[config.mk]
export PLATFORM = sky130hd
export DESIGN_NAME = mult16_seq
export DESIGN_NICKNAME = d
export VERILOG_FILES = /design/src/rtl/mult16_pkg.sv /design/src/rtl/mult16_deser.sv /design/src/rtl/mult16_seq.sv
export SDC_FILE = /design/constraint.sdc
export NUM_CORES = 1
export LEC_CHECK = 0
export CORE_MARGIN = 1
export CORE_UTILIZATION = 48
export CTS_CLUSTER_SIZE = 8
export DETAILED_ROUTE_END_ITERATION = 10
export PLACE_DENSITY = 0.8
export SKIP_LAST_GASP = 1
export SYNTH_ARGS = -nofsm -noshare
export SYNTH_HDL_FRONTEND = slang
export SYNTH_HIERARCHICAL = 1
export SYNTH_SLANG_ARGS = --single-unit
[constraint.sdc]
create_clock -name clock -period 2.2 [get_ports clock]
set_input_delay 0.44 -clock clock [delete_from_list [all_inputs] [get_ports clock]]
set_output_delay 0.44 -clock clock [all_outputs]
set_load 0.01 [all_outputs]
[src/rtl/mult16_pkg.sv]
// Shared types and widths for the mult16_seq sequencer around the
// 16x16 bit-serial carry-save multiplier core.
package mult16_pkg;

    localparam int OP_W       = 16;
    localparam int PROD_W     = 32;
    localparam int RUN_CYCLES = 32;
    localparam int CNT_W      = 6;

    typedef enum logic [2:0] {
        ST_INIT  = 3'd0,
        ST_IDLE  = 3'd1,
        ST_RUN   = 3'd2,
        ST_FLUSH = 3'd3,
        ST_DONE  = 3'd4
    } state_t;

endpackage

[src/rtl/mult16_deser.sv]
// LSB-first serial-to-parallel register for the 32-bit product stream.
// New bits enter at the MSB, so after 32 shifts bit 0 holds the first bit seen.
module mult16_deser
    import mult16_pkg::*;
(
    input  logic              clock,
    input  logic              reset_n,
    input  logic              shift_en,
    input  logic              bit_in,
    output logic [PROD_W-1:0] word
);

    logic [PROD_W-1:0] sr_q;
    logic [PROD_W-1:0] sr_d;

    always_comb begin
        sr_d = sr_q;
        if (shift_en) begin
            sr_d = {bit_in, sr_q[PROD_W-1:1]};
        end
    end

    always_ff @(posedge clock or negedge reset_n) begin
        if (!reset_n) begin
            sr_q <= '0;
        end else begin
            sr_q <= sr_d;
        end
    end

    assign word = sr_q;

endmodule

[src/rtl/mult16_seq.sv]
// Sequencer and result collector for the bit-serial multiplier core: drains the
// reset-less core, streams the multiplier LSB-first and collects the product.
module mult16_seq
    import mult16_pkg::*;
#(
    parameter int INIT_CYCLES  = 32,
    parameter int FLUSH_CYCLES = 0
) (
    input  logic              clock,
    input  logic              reset_n,
    // Both sides: a transfer happens on a rising edge where valid && ready;
    // the producer holds data stable while valid is high and ready is low.
    input  logic              s_valid,
    output logic              s_ready,
    input  logic [OP_W-1:0]   s_a,
    input  logic [OP_W-1:0]   s_b,
    output logic [OP_W-1:0]   mul_a,
    output logic              mul_b_bit,
    input  logic              mul_prod_bit,
    output logic              m_valid,
    input  logic              m_ready,
    output logic [PROD_W-1:0] m_product,
    output logic              busy,
    output logic [2:0]        dbg_state
);

    localparam logic [CNT_W-1:0] INIT_LAST  = CNT_W'(INIT_CYCLES - 1);
    localparam logic [CNT_W-1:0] RUN_LAST   = CNT_W'(RUN_CYCLES - 1);
    localparam logic [CNT_W-1:0] FLUSH_LAST = CNT_W'(FLUSH_CYCLES - 1);
    localparam logic [CNT_W-1:0] B_BITS     = CNT_W'(OP_W);

    state_t             state_q;
    state_t             state_d;
    logic [CNT_W-1:0]   cnt_q;
    logic [CNT_W-1:0]   cnt_d;
    logic [OP_W-1:0]    a_reg_q;
    logic [OP_W-1:0]    a_reg_d;
    logic [OP_W-1:0]    b_sr_q;
    logic [OP_W-1:0]    b_sr_d;
    logic               shift_en;
    logic [PROD_W-1:0]  prod_word;

    always_comb begin
        state_d  = state_q;
        cnt_d    = cnt_q;
        a_reg_d  = a_reg_q;
        b_sr_d   = b_sr_q;
        shift_en = 1'b0;
        case (state_q)
            ST_INIT: begin
                if (cnt_q == INIT_LAST) begin
                    state_d = ST_IDLE;
                    cnt_d   = '0;
                end else begin
                    cnt_d = cnt_q + 1'b1;
                end
            end
            ST_IDLE: begin
                if (s_valid) begin
                    a_reg_d = s_a;
                    b_sr_d  = s_b;
                    cnt_d   = '0;
                    state_d = ST_RUN;
                end
            end
            ST_RUN: begin
                // Core output is combinational: product bit k is valid in RUN cycle k.
                shift_en = 1'b1;
                b_sr_d   = b_sr_q >> 1;
                if (cnt_q == RUN_LAST) begin
                    cnt_d   = '0;
                    state_d = (FLUSH_CYCLES > 0) ? ST_FLUSH : ST_DONE;
                end else begin
                    cnt_d = cnt_q + 1'b1;
                end
            end
            ST_FLUSH: begin
                if (cnt_q == FLUSH_LAST) begin
                    cnt_d   = '0;
                    state_d = ST_DONE;
                end else begin
                    cnt_d = cnt_q + 1'b1;
                end
            end
            ST_DONE: begin
                if (m_ready) begin
                    state_d = ST_IDLE;
                end
            end
            default: begin
                state_d = ST_INIT;
                cnt_d   = '0;
            end
        endcase
    end

    always_ff @(posedge clock or negedge reset_n) begin
        if (!reset_n) begin
            state_q <= ST_INIT;
            cnt_q   <= '0;
            a_reg_q <= '0;
            b_sr_q  <= '0;
        end else begin
            state_q <= state_d;
            cnt_q   <= cnt_d;
            a_reg_q <= a_reg_d;
            b_sr_q  <= b_sr_d;
        end
    end

    mult16_deser u_deser (
        .clock    (clock),
        .reset_n  (reset_n),
        .shift_en (shift_en),
        .bit_in   (mul_prod_bit),
        .word     (prod_word)
    );

    // Only the lower 16 RUN cycles carry multiplier bits; the upper 16 zero
    // cycles push every remaining carry out, leaving the core empty.
    always_comb begin
        mul_a     = '0;
        mul_b_bit = 1'b0;
        if (state_q == ST_RUN || state_q == ST_FLUSH) begin
            mul_a = a_reg_q;
        end
        if (state_q == ST_RUN && cnt_q < B_BITS) begin
            mul_b_bit = b_sr_q[0];
        end
    end

    assign s_ready   = (state_q == ST_IDLE);
    assign m_valid   = (state_q == ST_DONE);
    assign busy      = (state_q != ST_IDLE);
    assign m_product = prod_word;
    assign dbg_state = state_q;

endmodule

==> results_dict.tcl, run 1 <==
set metrics [dict create \
    outcome "finished with violations" \
    failed_checks "setup timing" \
    static-leakage-power_nw 2.41 \
    fin_nets 373 \
    critical_path.endpoint "mul_b_bit" \
    layout.core_utilization_pct 69.9 \
    core-area_um2 6490 \
    layout_overhead_on_the_synthesized_area_pct 36.9 \
    critPathLaunchType "flip-flop" \
    drt_iter0_drc 50 \
    worst_slack_ps -33.8 \
    detailedRoute.firstPassIterationCount 5 \
    drt_wl_total_mm 6.77 \
    clock_insertion_delay_worst_skew_ps 340 \
    reg2reg_to "b_sr_q[8]$_DFFE_PN0P_" \
    vias 2199 \
    min-delay-path-class "input pin to async pin" \
    grtUsageTotal_pct 20.0 \
    worstSetupEndpointType "output pin" \
    n_fill_cell 466 \
    rows 29 \
    initial_utilization_pct 51.0 \
    seqCellArea_um2 1830 \
    ioPinCount 92 \
    post-synth-top-count-cell "sky130_fd_sc_hd__dfrtp_1" \
    die_width_um 85.1 \
    hold_ws_ps 45.6 \
    met3_usage_pct 3.60 \
    finalMaxSlewViolations 0 \
    critical_path.max_fanout 4 \
    post-route-min-period_ps 2230 \
    yosys-top-cells-area "sky130_fd_sc_hd__dfrtp_1, sky130_fd_sc_hd__mux2_4, sky130_fd_sc_hd__mux2_1, sky130_fd_sc_hd__a22o_1, sky130_fd_sc_hd__a21o_1" \
    worst_r2r_path_depth 5 \
    synthesized_instance_count 234 \
    grt.met2_usage_pct 32.0 \
    drt_drc_violations_left 0 \
    number_of_global_route_vias_before_repair 2278 \
    final-setup-viol-count 1 \
    r2r_slack_ps 220 \
    final-hold-violation-count 0 \
    wire_per_inst_um 16.2 \
    ir_worst_vdd_mv 0.686 \
    antenna_violations_before_repair 0 \
    rsz0062_at_grt "yes" \
    avgSynthCellArea_um2 14.2 \
    final_design_area_no_fill_um2 4540 \
    max_clock_freq_ghz 0.448 \
    tritoncts_clock_tree "built" \
    cp.arrival_ps 1790 \
    synth_seq_area_share_pct 55.1 \
    yosys.area.top_type "sky130_fd_sc_hd__dfrtp_1" \
    worst_setup_path_startpoint "dbg_state[2]$_DFFE_PN0P_" \
    share_clk_of_total_power_pct 17.8 \
    portBuffers 91 \
    asyncSetResetFlopFracSynth_pct 100 \
    postCtsHoldBufs 0 \
    post-dp-hpwl_mm 4.64 \
    tritoncts_num_sinks 73 \
    timing.final.crit_share_pct 102 \
    power.switching_fraction_pct 33.6 \
    synth_top_cells_by_count "sky130_fd_sc_hd__dfrtp_1, sky130_fd_sc_hd__mux2_4, sky130_fd_sc_hd__a21o_1, sky130_fd_sc_hd__and2_1, sky130_fd_sc_hd__mux2_1" \
    synth_seq_cells 73 \
    area_of_the_die_um2 7240 \
    number_of_enable_flip_flop_cells_after_synthesis 0 \
    synth_fp_nets 272 \
    power.switching_mw 1.72 \
    number_of_buffers_added_by_the_clock_tree_synthesis_step 9 \
    path_class "flip-flop to output pin" \
    max_cap_viol_count 0 \
    netlist-cell-type-count 37 \
    gp_congestion 0.744 \
    p_int_mw 3.41 \
    multiInputGateArea_um2 1360 \
    post-layout-total-power_mw 5.13 \
    clock_root_buffer "sky130_fd_sc_hd__clkbuf_8" \
    global_route.usage.met1_pct 26.7 \
    clk_pin_slew_ps 70 \
    first_pass_grt_wire_length_mm 11.2 \
    route.antenna.remaining_nets 0 \
    worstReg2RegStart "dbg_state[2]$_DFFE_PN0P_" \
    yosys_warnings 6 \
    synth_top_area_share_pct 55.1 \
    fin_worst_skew_ps 12.1 \
    fraction_of_final_layout_cells_sized_beyond_drive_strength_1_pct 20.6 \
    synth.cell_area_um2 3310 \
    slew_at_the_pin_closest_to_its_max_slew_limit_ps 723 \
    global_route.peak_usage_layer "met2" \
    synth_top_flop_cell "sky130_fd_sc_hd__dfrtp_1" \
    p_seq_share_pct 41.4 \
    grt_overflow 0 \
    antenna_cells_inserted 0 \
    place.detailed.instances 398 \
    die_h_um 85.1 \
    detail_route.vias_per_cell 5.27 \
    stdcell_count 417 \
    required_ps 1760 \
    relative_slew_slack_pct 51.8 \
    clock_tree.buffer_depth 2 \
    grt_start_max_net_pins 49 \
    power.density_cell_area_nw_per_um2 1130 \
    htreeDepth 3 \
    power.combinational.fraction_pct 40.8 \
    dpl_cell_area_um2 4290 \
]
power groups by stage:
stage          Combinational, mW  Sequential, mW  Clock [mW]
6_report                    2.09            2.12       0.914
5_1_grt                     2.27            2.18       0.998
4_1_cts                     2.14            2.12       0.944
3_5_place_dp                2.09            2.14           0
3_3_place_gp                2.02            2.12           0
2_1_floorplan               1.40            2.10           0
worst min-delay path by stage:
stage | slack, ps | end | cells past startpoint | startpoint
6_report | 50 | a_reg_q[13]$_DFFE_PN0P_ | 1 | reset_n
5_1_grt | 80 | a_reg_q[13]$_DFFE_PN0P_ | 1 | reset_n
4_1_cts | 50 | a_reg_q[13]$_DFFE_PN0P_ | 1 | reset_n
3_5_place_dp | 420 | a_reg_q[13]$_DFFE_PN0P_ | 1 | reset_n
3_3_place_gp | 420 | a_reg_q[13]$_DFFE_PN0P_ | 1 | reset_n
2_1_floorplan | 140 | a_reg_q[0]$_DFFE_PN0P_ | 0 | reset_n
state kept, by name (all words and copies together) (netlist names):
name          flops
cnt_q             6
dbg_state         3
b_sr_q           16
u_deser/word     32
a_reg_q          16
cell type report:
class / instances / area share [%]
Clock inverter: 6 / 0.993
Clock buffer: 10 / 2.81
Sequential cell: 73 / 40.3
Inverter: 3 / 0.248
Timing Repair Buffer: 104 / 23.6
Multi-Input combinational cell: 144 / 29.9
Tap cell: 77 / 2.12
critical path: stages (launching register included):
cell and delay, ps:
sky130_fd_sc_hd__dfrtp_2 440, sky130_fd_sc_hd__nand2b_2 220, sky130_fd_sc_hd__nor2_4 90, sky130_fd_sc_hd__and3_1 170, sky130_fd_sc_hd__clkdlybuf4s50_1 540
logic make-up (layout without fill, tap and decap cells):
logic type / Yosys count / after routing / share of synthesized area [%]
flip-flops: 73 / 73 / 55.1
AO/OA/AOI/OAI: 51 / 51 / 12.1
multiplexers: 49 / 49 / 20.0
AND/OR/NAND/NOR: 42 / 42 / 7.66
buffers and inverters: 17 / 123 / 4.42
adder cells (fa/ha/maj): 1 / 1 / 0.377
XOR/XNOR: 1 / 1 / 0.264
layer usage:
layer / wire length (µm) / share of wire (%)
met2: 3300 / 49
met3: 295 / 4.4
met4: 95 / 1.4
met1: 3080 / 45
met5: 0 / 0
cell usage in the layout (no fill, tap or decap), types with 4 or more instances in the layout:
cell                              synthesis  routed
sky130_fd_sc_hd__dfrtp_1                 73      71
sky130_fd_sc_hd__dlymetal6s2s_1           0      16
sky130_fd_sc_hd__nor2_1                   5       4
sky130_fd_sc_hd__mux2_4                  30      30
sky130_fd_sc_hd__a22o_1                  16      16
sky130_fd_sc_hd__buf_4                    4      11
sky130_fd_sc_hd__a21o_1                  17      17
sky130_fd_sc_hd__clkdlybuf4s50_1          0      72
sky130_fd_sc_hd__nand2b_1                 5       4
sky130_fd_sc_hd__a21oi_1                  6       6
sky130_fd_sc_hd__clkbuf_8                 0       9
sky130_fd_sc_hd__and2_1                  17      17
sky130_fd_sc_hd__mux2_1                  17      17
stage by stage:
step                setup slack, ps  TNS (ps)
detailed placement              142         0
global route                   -113      -201
CTS                           -63.9      -352
global placement                228         0
floorplan                       392         0
finish                        -33.8     -33.8
repair_timing:
item                                    in CTS  in global routing
gates resized for setup                      9                 17
gates cloned                                 1                  0
setup buffers                                2                  0
pin swaps                                    0                  0
endpoints found under the setup margin      20                 19
No activity file was read; power rests on OpenSTA's default activity.
==> run 2, diff against run 1 <==
--- a/config.mk
+++ b/config.mk
@@ -10,7 +10,6 @@
 export CTS_CLUSTER_SIZE = 8
 export DETAILED_ROUTE_END_ITERATION = 10
 export PLACE_DENSITY = 0.8
-export SKIP_LAST_GASP = 1
 export SYNTH_ARGS = -nofsm -noshare
 export SYNTH_HDL_FRONTEND = slang
 export SYNTH_HIERARCHICAL = 1
==> run 2 against run 1 <==
The run now ends clean; sequential cell count is the same; core utilization shrank 0.25 points; global-route usage is essentially flat; cell area shrank 0.36%; maximum frequency grew 5.1%; worst setup slack gained 110 ps; final cell count is the same; via count shrank 0.27%; register-to-register slack is essentially flat; die area is the same; non-clock buffer count is the same; largest cell class unchanged; largest power group unchanged; highest routed layer unchanged.
==> results_dict.tcl, run 2 (synthesis gave the netlist of run 1 again) <==
set metrics [dict create \
    critPathLaunchType "flip-flop" \
    tritoncts_clock_tree "built" \
    met2_wirelength_mm 3.31 \
    dpl_cell_area_um2 4290 \
    fin_tns_setup_ps 0 \
    grt_overflow 0 \
    largest_reg_flops 32 \
    drt_wl_total_mm 6.79 \
    drt_iter0_drc 49 \
    wire_per_inst_um 16.3 \
    critical_path.max_fanout 4 \
    max_stage_delay_ps 470 \
    cp_num_buf_inv 3 \
    layout.core_utilization_pct 69.6 \
    core-area_um2 6490 \
    worst_slack_ps 74.5 \
    initial_utilization_pct 51.0 \
    place_worst_setup_slack_ps 142 \
    critical_path_cell_count 4 \
    layout_overhead_on_the_synthesized_area_pct 36.4 \
    gp_congestion 0.744 \
    fin_nets 373 \
    antenna_violations_before_repair 0 \
    post-dp-hpwl_mm 4.64 \
    die_width_um 85.1 \
    max_clock_freq_ghz 0.470 \
    grt_start_max_net_pins 49 \
    slew_at_the_pin_closest_to_its_max_slew_limit_ps 727 \
    final_design_area_no_fill_um2 4520 \
    area_of_the_die_um2 7240 \
    max_cap_viol_count 0 \
    relative_slew_slack_pct 51.5 \
    worst_r2r_path_depth 5 \
    clk_pin_slew_ps 70 \
    grtUsageTotal_pct 20.1 \
    die_h_um 85.1 \
    top_layer_used "met4" \
    first_pass_grt_wire_length_mm 11.2 \
    fraction_of_final_layout_cells_sized_beyond_drive_strength_1_pct 20.9 \
    n_fill_cell 477 \
    path_class "flip-flop to output pin" \
    route.antenna.remaining_nets 0 \
    vias 2193 \
    crit_slowest_cell "sky130_fd_sc_hd__clkdlybuf4s50_1" \
    portBuffers 91 \
    layout.cells.most_common_list "sky130_fd_sc_hd__dfrtp_1, sky130_fd_sc_hd__clkdlybuf4s50_1, sky130_fd_sc_hd__mux2_4" \
    worst_path_dominant_cell_family "buffers and inverters" \
    postCtsHoldBufs 0 \
    antenna_cells_inserted 0 \
    detail_route.vias_per_cell 5.26 \
    outcome "finished clean" \
    clock_insertion_delay_worst_skew_ps 340 \
    clock_tree.buffer_depth 2 \
    required_ps 1760 \
    worstSetupEndpointType "output pin" \
    detailedRoute.firstPassIterationCount 4 \
    min-delay-path-class "input pin to async pin" \
    final-hold-violation-count 0 \
    static-leakage-power_nw 2.31 \
    power.density_cell_area_nw_per_um2 1140 \
    wl_met3_um 276 \
    rows 29 \
    htreeDepth 3 \
    cp.arrival_ps 1690 \
    number_of_global_route_vias_before_repair 2278 \
    wirelength_met1_mm 3.11 \
    finalMaxSlewViolations 0 \
    number_of_buffers_added_by_the_clock_tree_synthesis_step 9 \
    drt_drc_violations_left 0 \
    final-setup-viol-count 0 \
    ioPinCount 92 \
    post-route-min-period_ps 2130 \
    tritoncts_num_sinks 73 \
    fin_worst_skew_ps 12.1 \
    ir_worst_vdd_mv 0.686 \
    crit_chain "buf_4 -> nor3b_4 -> inv_1 -> clkdlybuf4s50_1" \
    clock_root_buffer "sky130_fd_sc_hd__clkbuf_8" \
    timing.final.crit_share_pct 96.6 \
]
==> run 2: cell count changes in the layout (fill, tap and decap cells not counted), sizes merged <==
cell / change
dlygate4sd2: +9
dlymetal6s2s: -8
clkdlybuf4s50: -1
==> run 2: cell type report <==
| cell class | instances | area, µm² | share of cell area [%] |
|---|---|---|---|
| sequential | 73 | 1830 | 40.5 |
| multi-input combinational | 144 | 1370 | 30.2 |
| timing repair buffer | 104 | 1040 | 23.1 |
| clock buffer | 10 | 128 | 2.82 |
| tap | 77 | 96.3 | 2.13 |
| clock inverter | 6 | 45.0 | 0.996 |
| inverter | 3 | 11.3 | 0.249 |
==> run 2: repair_timing <==
| action | 4_1_cts | 5_1_grt |
|---|---|---|
| setup endpoints to repair | 20 | 10 |
| gates cloned | 1 | 0 |
| resized for setup | 19 | 11 |
| setup buffers | 2 | 0 |
==> run 2: path summary, 6_finish.rpt <==
kind                                       endpoint  slack, ps                     start
min in group clock            b_sr_q[4]$_DFFE_PN0P_        480     b_sr_q[4]$_DFFE_PN0P_
hold reg to reg               b_sr_q[4]$_DFFE_PN0P_        480     b_sr_q[4]$_DFFE_PN0P_
max in group asynchronous  dbg_state[2]$_DFFE_PN0P_       1580                   reset_n
hold / removal              a_reg_q[13]$_DFFE_PN0P_         50                   reset_n
setup / recovery                               busy         70  dbg_state[2]$_DFFE_PN0P_
setup reg to reg              b_sr_q[8]$_DFFE_PN0P_        210  dbg_state[2]$_DFFE_PN0P_
==> run 2: per-layer routing <==
layer / track usage (%) / vias to the layer above
met5: 0 / -
met4: 9.24 / 0
met3: 3.60 / 7
met2: 32.2 / 55
met1: 26.7 / 1087
li1: - / 1044
==> run 2: where the power goes <==
| group | leakage [nW] | switching [mW] | internal, mW |
|---|---|---|---|
| combinational | 1.28 | 0.894 | 1.20 |
| clock | 0.0785 | 0.502 | 0.411 |
| sequential | 0.953 | 0.337 | 1.79 |
==> run 2: through the flow <==
stage / hold slack (ps) / instances / power (mW)
final: 45.8 / 417 / 5.14
after global routing: 81.1 / 417 / 5.45
after CTS: 48.7 / 417 / 5.18
after detailed placement: 423 / 398 / 4.22
after global placement: 421 / 398 / 4.14
after floorplan: 144 / 234 / 3.50
==> run 3, diff against run 2 <==
--- a/config.mk
+++ b/config.mk
@@ -10,6 +10,7 @@
 export CTS_CLUSTER_SIZE = 8
 export DETAILED_ROUTE_END_ITERATION = 10
 export PLACE_DENSITY = 0.8
+export SETUP_SLACK_MARGIN = 0.15
 export SYNTH_ARGS = -nofsm -noshare
 export SYNTH_HDL_FRONTEND = slang
 export SYNTH_HIERARCHICAL = 1
==> run 3 against run 2 <==
Cell area about the same; clock skew about the same; wire length increased by 0.41%; register-to-register slack improved by 170 ps; first-iteration DRC count increased by 20%; sequential cell count unchanged; total power increased by 0.56%; non-clock buffer count increased by 3; maximum frequency increased by 8.1%; final cell count increased by 0.72%; die area unchanged; largest power group is now combinational cells.
==> results_dict.tcl, run 3 (synthesis gave the netlist of run 1 again) <==
set metrics [dict create \
    outcome "finished clean" \
    global_route.usage.met1_pct 26.8 \
    finalMaxSlewViolations 0 \
    vias 2222 \
    post-route-min-period_ps 1970 \
    rows 29 \
    first_pass_grt_wire_length_mm 11.4 \
    clock_root_buffer "sky130_fd_sc_hd__clkbuf_8" \
    antenna_cells_inserted 0 \
    worst_r2r_path_depth 5 \
    die_width_um 85.1 \
    clock_insertion_delay_worst_skew_ps 340 \
    die_h_um 85.1 \
    htreeDepth 3 \
    layout.cells.most_common "sky130_fd_sc_hd__dfrtp_1" \
    relative_slew_slack_pct 62.4 \
    max_clock_freq_ghz 0.509 \
    timing.final.crit_share_pct 89.4 \
    r2r_slack_ps 380 \
    area_of_the_die_um2 7240 \
    grtUsageTotal_pct 20.3 \
    static-leakage-power_nw 2.25 \
    power.density_cell_area_nw_per_um2 1140 \
    post-dp-hpwl_mm 4.64 \
    stdcell_count 420 \
    slew_at_the_pin_closest_to_its_max_slew_limit_ps 564 \
    path_class "flip-flop to output pin" \
    place.detailed.instances 398 \
    detail_route.vias_per_cell 5.29 \
    drt_iter0_drc 59 \
    cp.arrival_ps 1530 \
    required_ps 1760 \
    detailedRoute.firstPassIterationCount 4 \
    min-delay-path-class "input pin to async pin" \
    post-layout-total-power_mw 5.16 \
    ir_worst_vdd_mv 0.685 \
    critical_path.max_fanout 8 \
    clock_tree.buffer_depth 2 \
    final-setup-viol-count 0 \
    clk_pin_slew_ps 80 \
    rsz0062_at_grt "no" \
    worstSetupEndpointType "output pin" \
    drt_drc_violations_left 0 \
    initial_utilization_pct 51.0 \
    number_of_buffers_added_by_the_clock_tree_synthesis_step 9 \
    grt_start_max_net_pins 49 \
    met3_usage_pct 3.60 \
    gp_congestion 0.744 \
    max_cap_viol_count 0 \
    fin_nets 376 \
    layout.cells.most_common_list "sky130_fd_sc_hd__dfrtp_1, sky130_fd_sc_hd__clkdlybuf4s50_1, sky130_fd_sc_hd__mux2_4" \
    portBuffers 91 \
    largest_reg_flops 32 \
    layout.core_utilization_pct 69.6 \
    antenna_violations_before_repair 0 \
    ioPinCount 92 \
    reg2reg_to "cnt_q[5]$_DFFE_PN0P_" \
    grt.met2_usage_pct 32.8 \
    worstReg2RegStart "cnt_q[0]$_DFFE_PN0P_" \
    layout_overhead_on_the_synthesized_area_pct 36.4 \
    number_of_global_route_vias_before_repair 2315 \
    grt_overflow 0 \
    final-hold-violation-count 0 \
    core-area_um2 6490 \
    fraction_of_final_layout_cells_sized_beyond_drive_strength_1_pct 21.9 \
    drt_wl_total_mm 6.82 \
    fin_worst_skew_ps 11.9 \
    tritoncts_num_sinks 73 \
    critPathLaunchType "flip-flop" \
    postCtsHoldBufs 0 \
    global_route.peak_usage_layer "met2" \
    route.antenna.remaining_nets 0 \
    tritoncts_clock_tree "built" \
    wire_per_inst_um 16.2 \
]
==> run 3: worst max-delay path by stage <==
| stage | startpoint | to | slack (ps) |
|---|---|---|---|
| after floorplan | dbg_state[2]$_DFFE_PN0P_ | u_deser/word[0]$_DFFE_PN0P_ | 390 |
| after global placement | dbg_state[2]$_DFFE_PN0P_ | b_sr_q[6]$_DFFE_PN0P_ | 230 |
| after detailed placement | dbg_state[2]$_DFFE_PN0P_ | b_sr_q[8]$_DFFE_PN0P_ | 140 |
| after CTS | dbg_state[2]$_DFFE_PN0P_ | mul_b_bit | -60 |
| after global routing | dbg_state[1]$_DFFE_PN0P_ | mul_a[13] | 140 |
| final | dbg_state[1]$_DFFE_PN0P_ | mul_a[13] | 230 |
==> run 3: per-stage QoR <==
step	setup TNS (ps)	worst slack [ps]	area (µm²)	hold slack, ps
floorplan	0	392	3310	144
global placement	0	228	4290	421
detailed placement	0	142	4290	423
CTS	-63.9	-63.9	4500	48.7
global route	0	140	4520	81.1
finish	0	234	4520	42.1
==> run 3: metal layers <==
layer | vias up | routed length [µm]
met1 | 1107 | 3070
met4 | 0 | 125
met5 | - | 0
met3 | 10 | 285
li1 | 1050 | -
met2 | 55 | 3340
==> run 3: final cells by class <==
class                      count  area, µm²
tap                           77       96.3
clock inverter                 6       45.0
sequential                    73       1830
fill                         484       1980
inverter                       3       11.3
multi-input combinational    144       1370
timing repair buffer         107       1040
clock buffer                  10        128
==> run 3: report_power, final <==
| group | total, mW | switching (mW) | internal, mW | leakage (nW) |
|---|---|---|---|---|
| logic | 2.15 | 0.933 | 1.22 | 1.22 |
| clock network | 0.917 | 0.506 | 0.411 | 0.0785 |
| registers | 2.10 | 0.308 | 1.79 | 0.953 |
| total | 5.16 | 1.75 | 3.42 | 2.25 |
==> run 3: worst max-delay path, cell delays in order, from the launching register on <==
cell	delay, ps
sky130_fd_sc_hd__dfrtp_1	420
sky130_fd_sc_hd__inv_2	140
sky130_fd_sc_hd__nor2_4	60
sky130_fd_sc_hd__buf_6	130
sky130_fd_sc_hd__and2_1	150
sky130_fd_sc_hd__dlygate4sd2_1	290
==> run 3: timing repair <==
item	CTS	global route
setup buffers	4	1
resized for setup	29	6
cloned	1	0
setup endpoints to repair	36	19
